===== src/rtl/rv_pkg.sv =====
// Shared RV32I issue-stage types: opcodes, ALU control codes, the issue record and FSM states.
package rv_pkg;

    localparam int unsigned XLEN = 32;

    localparam logic [6:0] OP_R      = 7'b0110011;
    localparam logic [6:0] OP_I      = 7'b0010011;
    localparam logic [6:0] OP_LOAD   = 7'b0000011;
    localparam logic [6:0] OP_STORE  = 7'b0100011;
    localparam logic [6:0] OP_BRANCH = 7'b1100011;

    // Arithmetic and compare codes share encodings, so they live in two enums.
    typedef enum logic [2:0] {
        ADD = 3'b000,
        SUB = 3'b001,
        AND = 3'b010,
        OR  = 3'b011,
        SLT = 3'b101,
        SLL = 3'b111
    } alu_ctrl_e;

    typedef enum logic [2:0] {
        BEQ = 3'b000,
        BNE = 3'b001,
        BLT = 3'b100,
        BGE = 3'b101
    } br_ctrl_e;

    typedef struct packed {
        logic [XLEN-1:0] op1;
        logic [XLEN-1:0] op2;
        logic [2:0]      ctrl;
        logic            branch;
        logic [4:0]      rd;
        logic            regwrite;
        logic            illegal;
    } issue_t;

    typedef enum logic [1:0] {
        StEmpty,
        StOne,
        StFull
    } state_e;

endpackage


===== src/rtl/rv_decode.sv =====
// Combinational RV32I decode of one instruction plus its register operands into an issue record.
module rv_decode
    import rv_pkg::*;
(
    input  logic [31:0]     instr,
    input  logic [XLEN-1:0] rs1_data,
    input  logic [XLEN-1:0] rs2_data,
    output issue_t          dec
);

    logic [6:0]      opcode;
    logic [2:0]      funct3;
    logic [6:0]      funct7;
    logic [XLEN-1:0] imm_i;
    logic [XLEN-1:0] imm_s;
    logic [XLEN-1:0] op2;
    logic [2:0]      ctrl;
    logic            branch;
    logic            regwrite;
    logic            legal;
    logic            unused_rs1_field;

    assign opcode = instr[6:0];
    assign funct3 = instr[14:12];
    assign funct7 = instr[31:25];
    assign imm_i  = {{20{instr[31]}}, instr[31:20]};
    assign imm_s  = {{20{instr[31]}}, instr[31:25], instr[11:7]};
    // Register indices arrive already resolved as rs1_data/rs2_data.
    assign unused_rs1_field = ^instr[19:15];

    always_comb begin
        op2      = rs2_data;
        ctrl     = ADD;
        branch   = 1'b0;
        regwrite = 1'b0;
        legal    = 1'b0;
        case (opcode)
            OP_R: begin
                regwrite = 1'b1;
                legal    = (funct7 == 7'b0000000);
                case (funct3)
                    3'b000: begin
                        legal = (funct7 == 7'b0000000) || (funct7 == 7'b0100000);
                        ctrl  = funct7[5] ? SUB : ADD;
                    end
                    3'b111:  ctrl = AND;
                    3'b110:  ctrl = OR;
                    3'b010:  ctrl = SLT;
                    3'b001:  ctrl = SLL;
                    default: legal = 1'b0;
                endcase
            end
            OP_I: begin
                regwrite = 1'b1;
                legal    = 1'b1;
                op2      = imm_i;
                case (funct3)
                    3'b000: ctrl = ADD;
                    3'b111: ctrl = AND;
                    3'b110: ctrl = OR;
                    3'b010: ctrl = SLT;
                    3'b001: begin
                        ctrl  = SLL;
                        op2   = {{(XLEN-5){1'b0}}, instr[24:20]};
                        legal = (funct7 == 7'b0000000);
                    end
                    default: legal = 1'b0;
                endcase
            end
            OP_LOAD: begin
                regwrite = 1'b1;
                op2      = imm_i;
                legal    = funct3 inside {3'b000, 3'b001, 3'b010, 3'b100, 3'b101};
            end
            OP_STORE: begin
                op2   = imm_s;
                legal = funct3 inside {3'b000, 3'b001, 3'b010};
            end
            OP_BRANCH: begin
                branch = 1'b1;
                legal  = 1'b1;
                case (funct3)
                    3'b000:  ctrl = BEQ;
                    3'b001:  ctrl = BNE;
                    3'b100:  ctrl = BLT;
                    3'b101:  ctrl = BGE;
                    default: legal = 1'b0;
                endcase
            end
            default: legal = 1'b0;
        endcase

        // Unsupported encodings still flow downstream, but as inert no-ops.
        if (!legal) begin
            op2      = rs2_data;
            ctrl     = ADD;
            branch   = 1'b0;
            regwrite = 1'b0;
        end

        dec          = '0;
        dec.op1      = rs1_data;
        dec.op2      = op2;
        dec.ctrl     = ctrl;
        dec.branch   = branch;
        dec.rd       = regwrite ? instr[11:7] : 5'd0;
        dec.regwrite = regwrite;
        dec.illegal  = !legal;
    end

endmodule


===== src/rtl/id_ex_issue.sv =====
// Decode/issue stage: decodes into a 2-entry skid buffer (head + skid) feeding the execute ALU.
module id_ex_issue
    import rv_pkg::*;
#(
    parameter int unsigned DATA_WIDTH  = 32,
    parameter int unsigned INSTR_WIDTH = 32
) (
    input  logic                   clk,
    input  logic                   rst_n,
    input  logic                   in_valid,
    output logic                   in_ready,
    input  logic [INSTR_WIDTH-1:0] instr,
    input  logic [DATA_WIDTH-1:0]  rs1_data,
    input  logic [DATA_WIDTH-1:0]  rs2_data,
    input  logic                   flush,
    output logic                   out_valid,
    input  logic                   out_ready,
    output logic [DATA_WIDTH-1:0]  ALUop1,
    output logic [DATA_WIDTH-1:0]  ALUop2,
    output logic [2:0]             ALUctrl,
    output logic                   ALUBranch,
    output logic [4:0]             rd,
    output logic                   RegWrite,
    output logic                   illegal
);

    state_e state_q, state_d;
    issue_t head_q, head_d;
    issue_t skid_q, skid_d;
    issue_t dec;
    logic   accept;

    rv_decode u_decode (
        .instr    (instr),
        .rs1_data (rs1_data),
        .rs2_data (rs2_data),
        .dec      (dec)
    );

    // Both handshake outputs depend only on the state register.
    assign in_ready  = (state_q != StFull);
    assign out_valid = (state_q != StEmpty);
    assign accept    = in_valid && in_ready;

    always_comb begin
        state_d = state_q;
        head_d  = head_q;
        skid_d  = skid_q;
        if (flush) begin
            state_d = StEmpty;
        end else begin
            unique case (state_q)
                StEmpty: begin
                    if (accept) begin
                        head_d  = dec;
                        state_d = StOne;
                    end
                end
                StOne: begin
                    if (accept && out_ready) begin
                        head_d = dec;
                    end else if (accept) begin
                        skid_d  = dec;
                        state_d = StFull;
                    end else if (out_ready) begin
                        state_d = StEmpty;
                    end
                end
                StFull: begin
                    if (out_ready) begin
                        head_d  = skid_q;
                        state_d = StOne;
                    end
                end
                default: state_d = StEmpty;
            endcase
        end
    end

    always_ff @(posedge clk or negedge rst_n) begin
        if (!rst_n) begin
            state_q <= StEmpty;
            head_q  <= '0;
            skid_q  <= '0;
        end else begin
            state_q <= state_d;
            head_q  <= head_d;
            skid_q  <= skid_d;
        end
    end

    assign ALUop1    = head_q.op1;
    assign ALUop2    = head_q.op2;
    assign ALUctrl   = head_q.ctrl;
    assign ALUBranch = head_q.branch;
    assign rd        = head_q.rd;
    assign RegWrite  = head_q.regwrite;
    assign illegal   = head_q.illegal;

endmodule


===== config.mk =====
export PLATFORM = sky130hd
export DESIGN_NAME = id_ex_issue
export DESIGN_NICKNAME = d
export VERILOG_FILES = /design/src/rtl/rv_pkg.sv /design/src/rtl/rv_decode.sv /design/src/rtl/id_ex_issue.sv
export SDC_FILE = /design/constraint.sdc
export NUM_CORES = 1
export LEC_CHECK = 0
export BUFFER_PORTS_ARGS = -buffer_cell sky130_fd_sc_hd__buf_2
export CORE_MARGIN = 8
export CORE_UTILIZATION = 48
export DETAILED_ROUTE_END_ITERATION = 7
export PLACE_DENSITY = 0.85
export SYNTH_ARGS = -nofsm -noshare
export SYNTH_HDL_FRONTEND = slang
export SYNTH_SLANG_ARGS = --single-unit

===== constraint.sdc =====
create_clock -name clk -period 2 [get_ports clk]
set_input_delay 0.1 -clock clk [delete_from_list [all_inputs] [get_ports clk]]
set_output_delay 0.1 -clock clk [all_outputs]
set_load 0.02 [all_outputs]

# After elaboration in Yosys (flattened, before gate mapping)
# Cells that the tools add are included.
# word_totals
ff_bits,152
input_bits,101
out_inout_bits,77
wordCells,86
# op_classes
n_eq_ne,22
muxes,29
bitwise,2
reduce_logical,18
# ops
cell,n
75-bit 2-to-1 mux,3
75-bit case mux with 3 select lines,1
32-bit case mux with 3 select lines,1
32-bit 2-to-1 mux,2
7-bit by 6-bit equality test with 1-bit output (second input constant),3
3-bit case mux with 3 select lines,2
3-bit case mux with 5 select lines,1
3-bit equality test (second input constant),4
2-bit 2-to-1 mux,6
3-bit case mux with 4 select lines,1
4-bit OR reduction,3
3-bit inequality test (second input constant),3
2-bit inequality test (second input constant),4
4-bit AND reduction,2
7-bit by 2-bit equality test with 1-bit output (second input constant),1
7-bit by 5-bit equality test with 1-bit output (second input constant),1
7-bit equality test (second input constant),1
7-bit logical NOT,1
1-bit 2-to-1 mux,6
2-bit case mux with 3 select lines,1
3-bit nonzero test,2
5-bit 2-to-1 mux,1
1-bit case mux with 5 select lines,1
5-bit AND reduction,1
other kinds (16),19

# Depth between registers and ports, before layout
# Gate-level depths: netlist of run 1.
# logic_depth
word_depth,8
ltp_mapped,9
depth_no_buf,6

# Hierarchy
# Synthesis of run 1 repeated with hierarchy kept, for this count alone.
# unflattened
hier_cells,746
hier_area_um2,8111.5
# by_module_without_submodules
mod,instances,cells_each,area_each_um2
id_ex_issue,1,575,6895.4
rv_decode,1,171,1216.2

# Least setup slack after synthesis of run 1
# No wires, ideal clock.
# synth_path
path_kind,register -> register
from,register state_q[1]
to,register head_q (netlist bit ALUop2[10])
setup_ns,0.086
arrival_ns,1.864
required_time_ns,1.914
slack_ns,0.050
path_stages_with_launch,9
synth_period_minus_slack_ns,1.950
path_cell_list,dfrtp_1 -> nand2b_1 -> a21oi_1 -> o21ba_2 -> clkbuf_1 -> clkbuf_1 -> buf_1 -> nor2_1 -> nor3_1
# synth_via
elab_chain_cells,5
word_cells_on_any_way,12
cone_classes,eq/ne: 6; mux: 1; reduce/logical: 5
# synth_rtl
element,line_no,source
start: declaration,id_ex_issue.sv:27,"state_e state_q, state_d;"
start signal: assignment,id_ex_issue.sv:82,state_q <= StEmpty;
start signal: assignment,id_ex_issue.sv:86,state_q <= state_d;
2-bit inequality test,id_ex_issue.sv:41,assign in_ready = (state_q != StFull);
1-bit logical AND,id_ex_issue.sv:43,assign accept = in_valid && in_ready;
1-bit logical AND,id_ex_issue.sv:60,if (accept && out_ready) begin
2-bit inequality test (no line),--,
5-bit AND reduction (no line),--,
end signal: assignment,id_ex_issue.sv:83,head_q <= '0;
end signal: assignment,id_ex_issue.sv:87,head_q <= head_d;
end: declaration,id_ex_issue.sv:28,"issue_t head_q, head_d;"
# Several ways; a longest one is shown, not always the timed one.
# A chain may end at the register's enable or synchronous reset.

# Final worst setup path of run 1
# layout_path
from,input port instr[29]
to,register head_q (netlist bit ALUop2[23])
# layout_via
elab_chain_cells,7
word_cells_on_any_way,10
cone_classes,eq/ne: 1; mux: 7; reduce/logical: 2
# layout_rtl
element,line_no,source
start: declaration,id_ex_issue.sv:12,"input logic [INSTR_WIDTH-1:0] instr,"
7-bit by 6-bit equality test with 1-bit output or 7-bit logical NOT (tied branches),"rv_decode.sv:43, rv_decode.sv:40, rv_decode.sv:65",
1-bit logical OR,rv_decode.sv:43,legal = (funct7 == 7'b0000000) || (funct7 == 7'b0100000);
1-bit case mux with 2 select lines,rv_decode.sv:41,case (funct3)
1-bit case mux with 5 select lines (*),rv_decode.sv:37,case (opcode)
32-bit 2-to-1 mux (*),rv_decode.sv:94,if (!legal) begin
75-bit 2-to-1 mux (on tied branches),"id_ex_issue.sv:60, id_ex_issue.sv:54",
75-bit case mux with 3 select lines (*),id_ex_issue.sv:52,unique case (state_q)
# Every way passes the cells marked *; elsewhere a longest branch is shown, timed or not. The select of a mux whose other input is x is not followed.

==> results of run 1 <==
sequential cells by signal, summed over array words and instances, names as in the netlist:
name and count:
ALUBranch 1, ALUctrl 3, ALUop1 32, ALUop2 32, RegWrite 1, illegal 1
rd 5, skid_q 75, state_q 2
metal layers:
layer | share of wire [%] | up-vias | GRT usage, %
met2 | 48 | 361 | 37.78
li1 | - | 3137 | -
met3 | 7.2 | 78 | 5.786
met5 | 0 | - | 0
met1 | 40 | 3223 | 28.02
met4 | 4.4 | 0 | 13.88
worst register-to-register path, stage by stage (launching register included):
cell      delay [ps]
dfrtp_1          380
buf_4            150
nor2b_1          140
and2_2           230
o21ba_4          180
nand2_2          130
buf_4            200
a221oi_1         250
nor3_1           100
placed cells by master (no fill, tap or decap), types with 2 or more instances in the layout:
cell,count
a21o_1,7
a221o_1,21
a221oi_1,3
clkbuf_8,4
nor3_2,4
buf_6,3
nor2b_1,3
o21ai_0,23
buf_2,171
nor2_1,56
o21a_1,2
mux2i_1,4
nand3_2,2
or3_4,3
inv_1,5
dfrtp_1,152
or3_1,7
nor3_1,14
nand2b_1,3
a22o_1,5
dlygate4sd3_1,71
clkinv_2,5
clkinv_4,3
a22oi_1,4
clkinvlp_4,3
inv_2,2
clkbuf_16,17
a31oi_1,34
nand3_1,52
and3_1,25
buf_4,41
a221oi_2,3
a21oi_1,41
buf_12,6
nand2_1,193
o32ai_1,3
or2_2,2
stage by stage:
stage                     hold slack, ps  cells
final                             -8.555   1202
after global placement             115.6   1096
after floorplan                   -195.6    756
after detailed placement           116.2   1096
after global routing               19.16   1202
after CTS                          3.340   1199
Yosys cell counts (2+ instances only):
library cell    n
a21o_1          7
a21oi_1        41
a221o_1        21
a221oi_1        6
a22o_1          5
a22oi_1         4
a31oi_1        34
and3_1         26
buf_1           5
buf_2           5
buf_6           3
clkbuf_1       46
dfrtp_1       152
inv_1           5
inv_2           2
mux2i_1         5
nand2_1       194
nand2b_1        3
nand3_1        52
nand3_2         2
nor2_1         57
nor2b_1         4
nor3_1         15
nor3_2          3
o21a_1          2
o21ai_0        24
o32ai_1         3
or2_2           2
or3_1           8
cells by family after synthesis:
group	count (synthesis)	share of synthesized area, %
AO/OA/AOI/OAI	154	15.02
XOR/XNOR	1	0.1273
buffers and inverters	68	4.201
flip-flops	152	55.28
multiplexers	5	0.7274
AND/OR/NAND/NOR	376	24.64
power by group:
part	switching [mW]	internal (mW)	leakage (nW)
clock network	1.26	1.71	0.271
logic	1.13	0.798	2.62
registers	0.327	3.67	1.87
repair_timing:
item                       4_1_cts  5_1_grt
hold buffers                    71        0
gates resized for setup          1       11
hold endpoints to repair       181        0
pin swaps                        0        3
setup endpoints to repair        1       48
cloned                           0        2
buffers inserted                 0        0
how the worst max path moves through the flow:
| stage | start | to | slack, ps | cells past startpoint |
|---|---|---|---|---|
| detailed placement | instr[26] | ALUop2[30]$_DFFE_PN0P_ | -140 | 7 |
| finish | instr[29] | ALUop2[23]$_DFFE_PN0P_ | 70 | 8 |
| global route | state_q[1]$_DFFE_PN0P_ | ALUop2[11]$_DFFE_PN0P_ | 3 | 8 |
| CTS | instr[29] | ALUop2[23]$_DFFE_PN0P_ | 30 | 8 |
| floorplan | state_q[1]$_DFFE_PN0P_ | ALUop2[10]$_DFFE_PN0P_ | 50 | 8 |
| global placement | instr[26] | ALUop2[30]$_DFFE_PN0P_ | -70 | 7 |
cell type report:
type | count | area, sq um | share of cell area [%]
antenna | 1 | 2.502 | 0.02630
sequential | 152 | 3804 | 39.97
inverter | 7 | 26.28 | 0.2761
timing repair buffer | 292 | 2028 | 21.31
tap | 180 | 225.2 | 2.367
clock inverter | 11 | 73.82 | 0.7758
multi-input combinational | 538 | 2875 | 30.22
clock buffer | 21 | 480.5 | 5.049
==> flow_metrics.py, run 1 <==
metrics = {
    "clocking": {
        "tritoncts": "built",
        "cts_buffers": 17,
        "clk_pin_slew_ps": 50,
        "cts.htree.levels": 4,
        "clk_sink_count": 152,
        "cts-root-buf": "clkbuf_16",
        "clock_latency_ps": 420,
        "cts_buffer_depth": 2,
    },
    "placement": {
        "dp_hpwl_mm": 13.91,
        "gp_congestion": 0.8647,
        "buffer_ports.inserted": 172,
        "placed_area_sq_mm": 0.008187,
        "pre_cts_slack_ps": -141.3,
    },
    "status": {
        "violated_checks": "hold timing",
        "outcome": "finished with violations",
    },
    "worst_setup_path": {
        "worst_path_dominant_cell_family": "simple AND/OR/NAND/NOR gates",
        "worst-r2r-setup-slack_ps": 120,
        "critPathLaunchType": "input port",
        "cp.arrival_ps": 2280,
        "cp_cell_sequence": "dlygate4sd3_1, buf_2, nor2_1, nand2_1, a2111o_1, and3_2, or3_4, nand3_1",
        "cp.buffers_inverters": 2,
        "crit_type": "in -> reg",
        "crit_end_category": "flop",
        "r2r.worst_path.cells": 8,
        "worst-path-max-fanout": 11,
        "crit_required_ps": 2350,
        "worst_r2r_end": "ALUop2[9]$_DFFE_PN0P_",
        "worst_path_max_delay_cell": "dlygate4sd3_1",
        "max_stage_delay_ps": 540,
        "worst_r2r_startpoint": "state_q[1]$_DFFE_PN0P_",
    },
    "sta": {
        "fmax_mhz": 517.9,
        "max_slew.worst_pin.slew_ps": 589.2,
        "worst_slew_margin_rel_pct": 60.72,
        "rsz0062_at_grt": "no",
        "setup_total_negative_slack_ps": 0,
        "hold-worst-slack_ps": -8.555,
        "min_period_over_period_pct": 96.55,
        "finalMaxSlewViolations": 0,
        "timing_hold_violations_final": 1,
        "setup_violations": 0,
        "layout_min_cycle_time_ps": 1931,
        "setup_ws_post_layout_ps": 69.04,
        "timing.clock.skew_ps": 8.068,
    },
    "yosys": {
        "yosys.area.top_type_share_pct": 55.28,
        "synth.ff_latch_count": 152,
        "yosysSeqAreaShare_pct": 55.28,
        "synth_top_area_cells": "dfrtp_1 (55%), nand2_1 (11%), nand3_1 (3.8%), nor2_1 (3.1%), a31oi_1 (3.1%)",
        "synth.cell_area_sq_mm": 0.006880,
        "async_flop_share_pct": 100.0,
        "synthCells": 756,
        "synth_top_cell_by_area": "dfrtp_1",
        "synth_nets": 857,
        "ys_warn_count": 0,
        "number_of_synthesized_flops_with_an_enable_pin": 0,
        "syn_area_per_cell_sq_um": 9.101,
        "synth_ff_type": "dfrtp_1",
        "synth.lib_cells_used.distinct": 49,
    },
    "hold_path": {
        "hold_path_end": "skid_q[12]$_DFFE_PN0P_",
        "holdPathStages": 3,
        "hold_start": "rs2_data[1]",
        "hold_path_class": "in -> reg",
    },
    "routing": {
        "detail_route.iter0.violations": 577,
        "post-route-drc-count": 0,
        "detailroute.via_count": 6799,
        "drtPass1Iterations": 5,
        "vias_per_cell": 5.656,
        "antenna_left": 0,
        "routedWlPerCell_um": 18.14,
        "totalWireLength_mm": 21.80,
    },
    "global_routing": {
        "grtUsageTotal_pct": 23.47,
        "grt_max_degree": 58,
        "wire_length_of_the_first_global_routing_pass_mm": 34.39,
        "grt_ovf": 0,
        "antenna_found_initial": 1,
        "vias_in_the_first_global_route": 6849,
    },
    "layout": {
        "finalCoreUtilization_pct": 68.29,
        "post_route_cells_drive_above_1_share_pct": 27.42,
        "final_cell_area_sq_mm": 0.009515,
        "areaGrowthSynthToFinish_pct": 38.30,
        "fill_cells": 1050,
        "finalNetCount": 1109,
    },
    "die": {
        "initial_core_util_pct": 49.38,
        "core_area_sq_mm": 0.01393,
        "die_width_um": 135.7,
        "fp-row-count": 43,
        "die_ar_sq_mm": 0.01842,
        "chipHeight_um": 135.7,
        "floorplan.io_pins": 178,
    },
    "power_and_ir_drop": {
        "power_leakage_nw": 4.757,
        "power.ir.vdd_worst_v": 0.0006171,
        "power.total_mw": 8.891,
        "power_density_mw_per_mm2": 934.4,
    },
    "flow_run": {
        "max-cap-violations": 0,
    },
}
No activity file was read; power rests on OpenSTA's default activity.
==> run 2, diff against run 1 <==
- CELL_PAD_IN_SITES_DETAIL_PLACEMENT: not set -> 0
- CELL_PAD_IN_SITES_GLOBAL_PLACEMENT: not set -> 1
- CORE_UTILIZATION: 48 -> 36
- PLACE_DENSITY: 0.85 -> 0.86
==> run 2 against run 1 <==
  * The run now ends clean
  * Register-to-register slack worse by 70 ps
  * Critical path depth stayed put
  * Sequential power hardly changed
  * Setup slack worse by 24 ps
  * Critical path type unchanged
==> flow_metrics.py, run 2 (synthesis gave the netlist of run 1 again) <==
metrics = {
    "layout": {
        "largest_register_ffs": 75,
        "mostFrequentLayoutCell": "nand2_1",
        "final_cell_area_sq_mm": 0.009666,
        "max_flop_register": "skid_q",
        "fill_cells": 1749,
        "final-seq-area_sq_mm": 0.003804,
        "highest_count_cells_in_the_layout_ignoring_fill_and_taps": "nand2_1 (194), buf_2 (171), dfrtp_1 (152)",
        "multi_input_area_sq_mm": 0.002821,
        "finalNetCount": 1106,
        "areaGrowthSynthToFinish_pct": 40.48,
        "post_route_cells_drive_above_1_share_pct": 26.23,
    },
    "worst_setup_path": {
        "worst-path-max-fanout": 21,
        "worst_path_max_delay_cell": "dlygate4sd3_1",
        "worst_r2r_startpoint": "state_q[1]$_DFFE_PN0P_",
        "cp.arrival_ps": 2300,
        "setup.worst_path.start": "instr[29]",
        "crit_end_category": "flop",
        "crit_type": "in -> reg",
        "crit_required_ps": 2350,
        "cp_cell_sequence": "dlygate4sd3_1, buf_2, nor2_1, nand4b_1, a311o_1, and3_1, or3_4, nand3_1",
        "critPathLaunchType": "input port",
        "max_stage_delay_ps": 540,
    },
    "power_and_ir_drop": {
        "pwr-share-seq_pct": 42.4,
        "comb_power_share_pct": 20.1,
        "swShare_pct": 28.46,
        "power.switching_mw": 2.675,
        "power.total_mw": 9.398,
        "power.ir.vdd_worst_v": 0.0006063,
        "power_density_mw_per_mm2": 972.4,
        "power_leakage_nw": 4.797,
        "internal-power_mw": 6.724,
        "power_frac_clock_pct": 37.4,
    },
    "sta": {
        "max_slew.worst_pin.slew_ps": 574.9,
        "timing_hold_violations_final": 0,
        "min_period_over_period_pct": 97.73,
        "finalMaxSlewViolations": 0,
        "fmax_mhz": 511.6,
        "worst_slew_margin_rel_pct": 61.67,
        "rsz0062_at_grt": "yes",
        "layout_min_cycle_time_ps": 1955,
        "setup_violations": 0,
        "setup_ws_post_layout_ps": 45.39,
        "timing.clock.skew_ps": 6.815,
        "hold-worst-slack_ps": 26.14,
    },
    "die": {
        "floorplan.io_pins": 178,
        "fp-row-count": 50,
        "die_ar_sq_mm": 0.02379,
        "core_area_sq_mm": 0.01871,
        "die_width_um": 154.2,
        "chipHeight_um": 154.2,
        "initial_core_util_pct": 36.78,
    },
    "clocking": {
        "tritoncts": "built",
        "clk_pin_slew_ps": 60,
        "cts_buffers": 17,
        "clk_sink_count": 152,
        "clock_latency_ps": 420,
        "cts.htree.levels": 4,
        "cts-root-buf": "clkbuf_16",
        "cts_buffer_depth": 2,
    },
    "status": {
        "outcome": "finished clean",
    },
    "placement": {
        "placed_area_sq_mm": 0.008282,
        "dp_hpwl_mm": 14.15,
        "pre_cts_slack_ps": -117.6,
        "buffer_ports.inserted": 172,
        "gp_congestion": 0.8254,
    },
    "routing": {
        "drtPass1Iterations": 5,
        "post-route-drc-count": 0,
        "detail_route.iter0.violations": 552,
        "routedWlPerCell_um": 17.02,
        "totalWireLength_mm": 21.36,
        "detailroute.via_count": 6420,
        "antenna_left": 0,
        "vias_per_cell": 5.116,
    },
    "flow_run": {
        "max-cap-violations": 0,
    },
    "global_routing": {
        "grt_ovf": 0,
        "antenna_found_initial": 3,
        "vias_in_the_first_global_route": 6598,
        "grtUsageTotal_pct": 18.22,
        "wire_length_of_the_first_global_routing_pass_mm": 34.72,
        "grt_max_degree": 77,
    },
    "hold_path": {
        "hold_start": "rs2_data[2]",
        "hold_path_class": "in -> reg",
    },
}
run 2: path summary, 6_finish.rpt:
path,slack (ps),end,cells after the start
min in group asynchronous,230,skid_q[39]$_DFFE_PN0P_,2
max in group asynchronous,1100,ALUop1[25]$_DFFE_PN0P_,3
min,30,skid_q[13]$_DFFE_PN0P_,3
max reg2reg,50,skid_q[5]$_DFFE_PN0P_,6
max,50,ALUop2[13]$_DFFE_PN0P_,8
min reg2reg,470,skid_q[1]$_DFFE_PN0P_,1
run 2: stage by stage:
step	instances	util, %	TNS, ps
2_1_floorplan	756	-	0
3_3_place_gp	1147	44.27	-1017
3_5_place_dp	1147	44.27	-2431
4_1_cts	1250	51.53	0
5_1_grt	1255	51.67	-109.2
6_report	1255	51.67	0
run 2: per-layer routing:
layer	GRT usage [%]	up-vias	routed length (um)
met3	4.207	27	1131
met5	0	-	0
met2	29.65	198	10370
met4	7.793	0	460
li1	-	3125	-
met1	22.89	3070	9396
run 2: worst max-delay path, delay by kind of cell:
family | cells | cell delay, ps
AOI/OAI and AO/OA | 1 | 400
and+or+nand+nor | 5 | 1100
buffers and inverters | 2 | 690
run 2: layout make-up:
type	instances	share of cell area, %
clock buffers	21	4.660
clock inverters	11	2.032
multi-input cells	536	29.19
well taps	234	3.029
repair buffers	291	21.39
flip-flops and latches	152	39.35
inverters	7	0.2718
diodes	3	0.07767
run 2: power groups by stage:
stage,logic [mW],clock network [mW],registers [mW]
floorplan,0.734,0,4.30
global placement,1.77,0,4.01
detailed placement,1.80,0,4.04
CTS,1.92,3.59,3.98
global route,2.09,3.71,4.06
finish,1.89,3.52,3.99
run 2: repair_timing:
| action | 4_1_cts | 5_1_grt |
|---|---|---|
| endpoints found under the setup margin | 0 | 37 |
| hold buffers | 71 | 0 |
| endpoints found under the hold margin | 180 | 0 |
| buffers inserted | 0 | 2 |
| gates resized for setup | 0 | 1 |
==> run 3, diff against run 2 <==
==> constraint.sdc (replaced) <==
create_clock -name clk -period 2 [get_ports clk]
set_input_delay 0.2 -clock clk [delete_from_list [all_inputs] [get_ports clk]]
set_output_delay 0.2 -clock clk [all_outputs]
set_load 0.02 [all_outputs]
==> run 3 against run 2 <==
  * Critical path depth fell by 3
  * Sequential share of layout area increased by 0.82 points
  * Wire length fell by 1.3%
  * Via count decreased by 1.2%
  * Non-clock buffer count decreased by 18
  * Setup slack better by 75 ps
  * Sequential power about the same
  * Clock skew decreased by 0.84 ps
  * Register-to-register slack improved by 90 ps
  * Utilization is 1.1 points lower
  * Clock power about the same
==> flow_metrics.py, run 3 (synthesis gave the netlist of run 1 again) <==
metrics = {
    "worst_setup_path": {
        "cp_cell_sequence": "nor2b_4, inv_2, buf_8, buf_12, buf_2",
        "worst_path_max_delay_cell": "dfrtp_1",
        "worst_r2r_end": "RegWrite$_DFFE_PN0P_",
        "worst-path-max-fanout": 23,
        "crit_end_category": "output pin",
        "cp.arrival_ps": 1680,
        "worst-r2r-setup-slack_ps": 140,
        "r2r.worst_path.cells": 8,
        "crit_required_ps": 1800,
        "critPathLaunchType": "flop",
        "worst_r2r_startpoint": "state_q[1]$_DFFE_PN0P_",
        "max_stage_delay_ps": 420,
        "crit_type": "reg -> out",
    },
    "power_and_ir_drop": {
        "power_leakage_nw": 4.722,
        "comb_power_share_pct": 19.9,
        "power.ir.vdd_worst_v": 0.0006288,
        "power_frac_clock_pct": 37.4,
        "swShare_pct": 29.67,
        "pwr-share-seq_pct": 42.7,
        "internal-power_mw": 6.563,
        "power.total_mw": 9.332,
        "power_density_mw_per_mm2": 985.5,
        "power.switching_mw": 2.769,
    },
    "status": {
        "outcome": "finished clean",
    },
    "hold_path": {
        "hold_path_class": "in -> reg",
        "hold_start": "rs2_data[19]",
        "holdPathStages": 2,
        "hold_path_end": "skid_q[30]$_DFFE_PN0P_",
    },
    "routing": {
        "totalWireLength_mm": 21.08,
        "detail_route.iter0.violations": 532,
        "post-route-drc-count": 0,
        "detailroute.via_count": 6341,
        "antenna_left": 0,
        "routedWlPerCell_um": 17.07,
        "vias_per_cell": 5.134,
        "drtPass1Iterations": 5,
    },
    "layout": {
        "post_route_cells_drive_above_1_share_pct": 28.00,
        "mostFrequentLayoutCell": "nand2_1",
        "highest_count_cells_in_the_layout_ignoring_fill_and_taps": "nand2_1 (194), buf_2 (171), dfrtp_1 (152)",
        "finalNetCount": 1088,
        "largest_register_ffs": 75,
        "areaGrowthSynthToFinish_pct": 37.62,
        "fin_cells": 1235,
        "max_flop_register": "skid_q",
        "finalCoreUtilization_pct": 50.62,
    },
    "die": {
        "floorplan.io_pins": 178,
        "chipHeight_um": 154.2,
        "die_ar_sq_mm": 0.02379,
        "fp-row-count": 50,
        "die_width_um": 154.2,
        "initial_core_util_pct": 36.78,
        "core_area_sq_mm": 0.01871,
    },
    "sta": {
        "min_period_over_period_pct": 93.98,
        "worst_slew_margin_rel_pct": 65.07,
        "rsz0062_at_grt": "no",
        "timing_hold_violations_final": 0,
        "setup_ws_post_layout_ps": 120.5,
        "finalMaxSlewViolations": 0,
        "max_slew.worst_pin.slew_ps": 524.0,
        "layout_min_cycle_time_ps": 1880,
        "setup_violations": 0,
        "timing.clock.skew_ps": 5.979,
        "fmax_mhz": 532.0,
    },
    "clocking": {
        "cts_buffers": 17,
        "tritoncts": "built",
        "clk_sink_count": 152,
        "clk_pin_slew_ps": 60,
        "cts.htree.levels": 4,
        "cts-root-buf": "clkbuf_16",
        "cts_buffer_depth": 2,
        "clock_latency_ps": 430,
    },
    "global_routing": {
        "antenna_found_initial": 1,
        "vias_in_the_first_global_route": 6437,
        "grt_max_degree": 107,
        "grt_ovf": 0,
        "wire_length_of_the_first_global_routing_pass_mm": 34.44,
        "grtUsageTotal_pct": 17.97,
    },
    "placement": {
        "dp_hpwl_mm": 14.15,
        "buffer_ports.inserted": 172,
        "gp_congestion": 0.8162,
        "post-place-cells": 1155,
        "pre_cts_slack_ps": -210.3,
    },
    "flow_run": {
        "max-cap-violations": 0,
    },
}
==> run 3: changes by cell type in the layout (fill, tap and decap cells not counted), moves of 2 or more <==
cell,previous run,this run
dlygate4sd3_1,71,44
buf_4,37,46
inv_6,0,5
clkbuf_1,3,0
clkinv_4,3,1
clkinvlp_4,2,4
diode_2,3,1
==> run 3: worst max-delay path: cells and delay by family (launching register included) <==
kind	cells	cell delay (ps)
flip-flops	1	420
AND/OR/NAND/NOR	1	160
buffers and inverters	4	670
==> run 3: timing repair <==
action                     CTS  global route
setup endpoints to repair    1            42
pin swaps                    0             1
gates resized for setup      2             6
setup buffers                0             3
hold buffers                44             0
hold endpoints to repair    95             0
==> run 3: metal layers <==
layer | global-route usage (%) | part of all wire, % | vias to the layer above
met2 | 29.25 | 48 | 167
met1 | 23.49 | 46 | 3066
met3 | 3.929 | 4.8 | 15
li1 | - | - | 3093
met4 | 5.600 | 1.1 | 0
met5 | 0 | 0 | -
==> run 3: layout make-up <==
type	instances	area, sq um
Antenna cell	1	2.502
Timing Repair Buffer	273	1876
Clock inverter	15	214.0
Multi-Input combinational cell	536	2829
Sequential cell	152	3804
Inverter	7	26.28
Clock buffer	17	425.4
Fill cell	1763	9236
Tap cell	234	292.8
==> run 3: how the worst max path moves through the flow <==
stage	startpoint	to	slack [ps]	depth (start not counted)
2_1_floorplan	instr[14]	ALUop2[12]$_DFFE_PN0P_	8	9
3_3_place_gp	instr[26]	ALUop2[30]$_DFFE_PN0P_	-150	7
3_5_place_dp	instr[26]	ALUop2[30]$_DFFE_PN0P_	-210	7
4_1_cts	state_q[1]$_DFFE_PN0P_	in_ready	20	5
5_1_grt	state_q[1]$_DFFE_PN0P_	ALUop2[13]$_DFFE_PN0P_	10	7
6_report	state_q[1]$_DFFE_PN0P_	in_ready	120	5
==> run 3: per-stage QoR <==
step / setup TNS (ps) / instance area (sq um) / hold slack (ps)
after floorplan: 0 / 6880 / -95.59
after global placement: -4324 / 8329 / 194.7
after detailed placement: -8322 / 8329 / 202.1
after CTS: 0 / 9417 / 3.629
after global routing: 0 / 9469 / 1.579
final: 0 / 9469 / 17.86
==> run 3: power groups by stage <==
| stage | sequential, mW | clock [mW] | combinational (mW) |
|---|---|---|---|
| after floorplan | 4.30 | 0 | 0.734 |
| after global placement | 4.01 | 0 | 1.77 |
| after detailed placement | 4.03 | 0 | 1.80 |
| after CTS | 3.98 | 3.58 | 1.87 |
| after global routing | 4.05 | 3.69 | 2.05 |
| final | 3.98 | 3.49 | 1.86 |
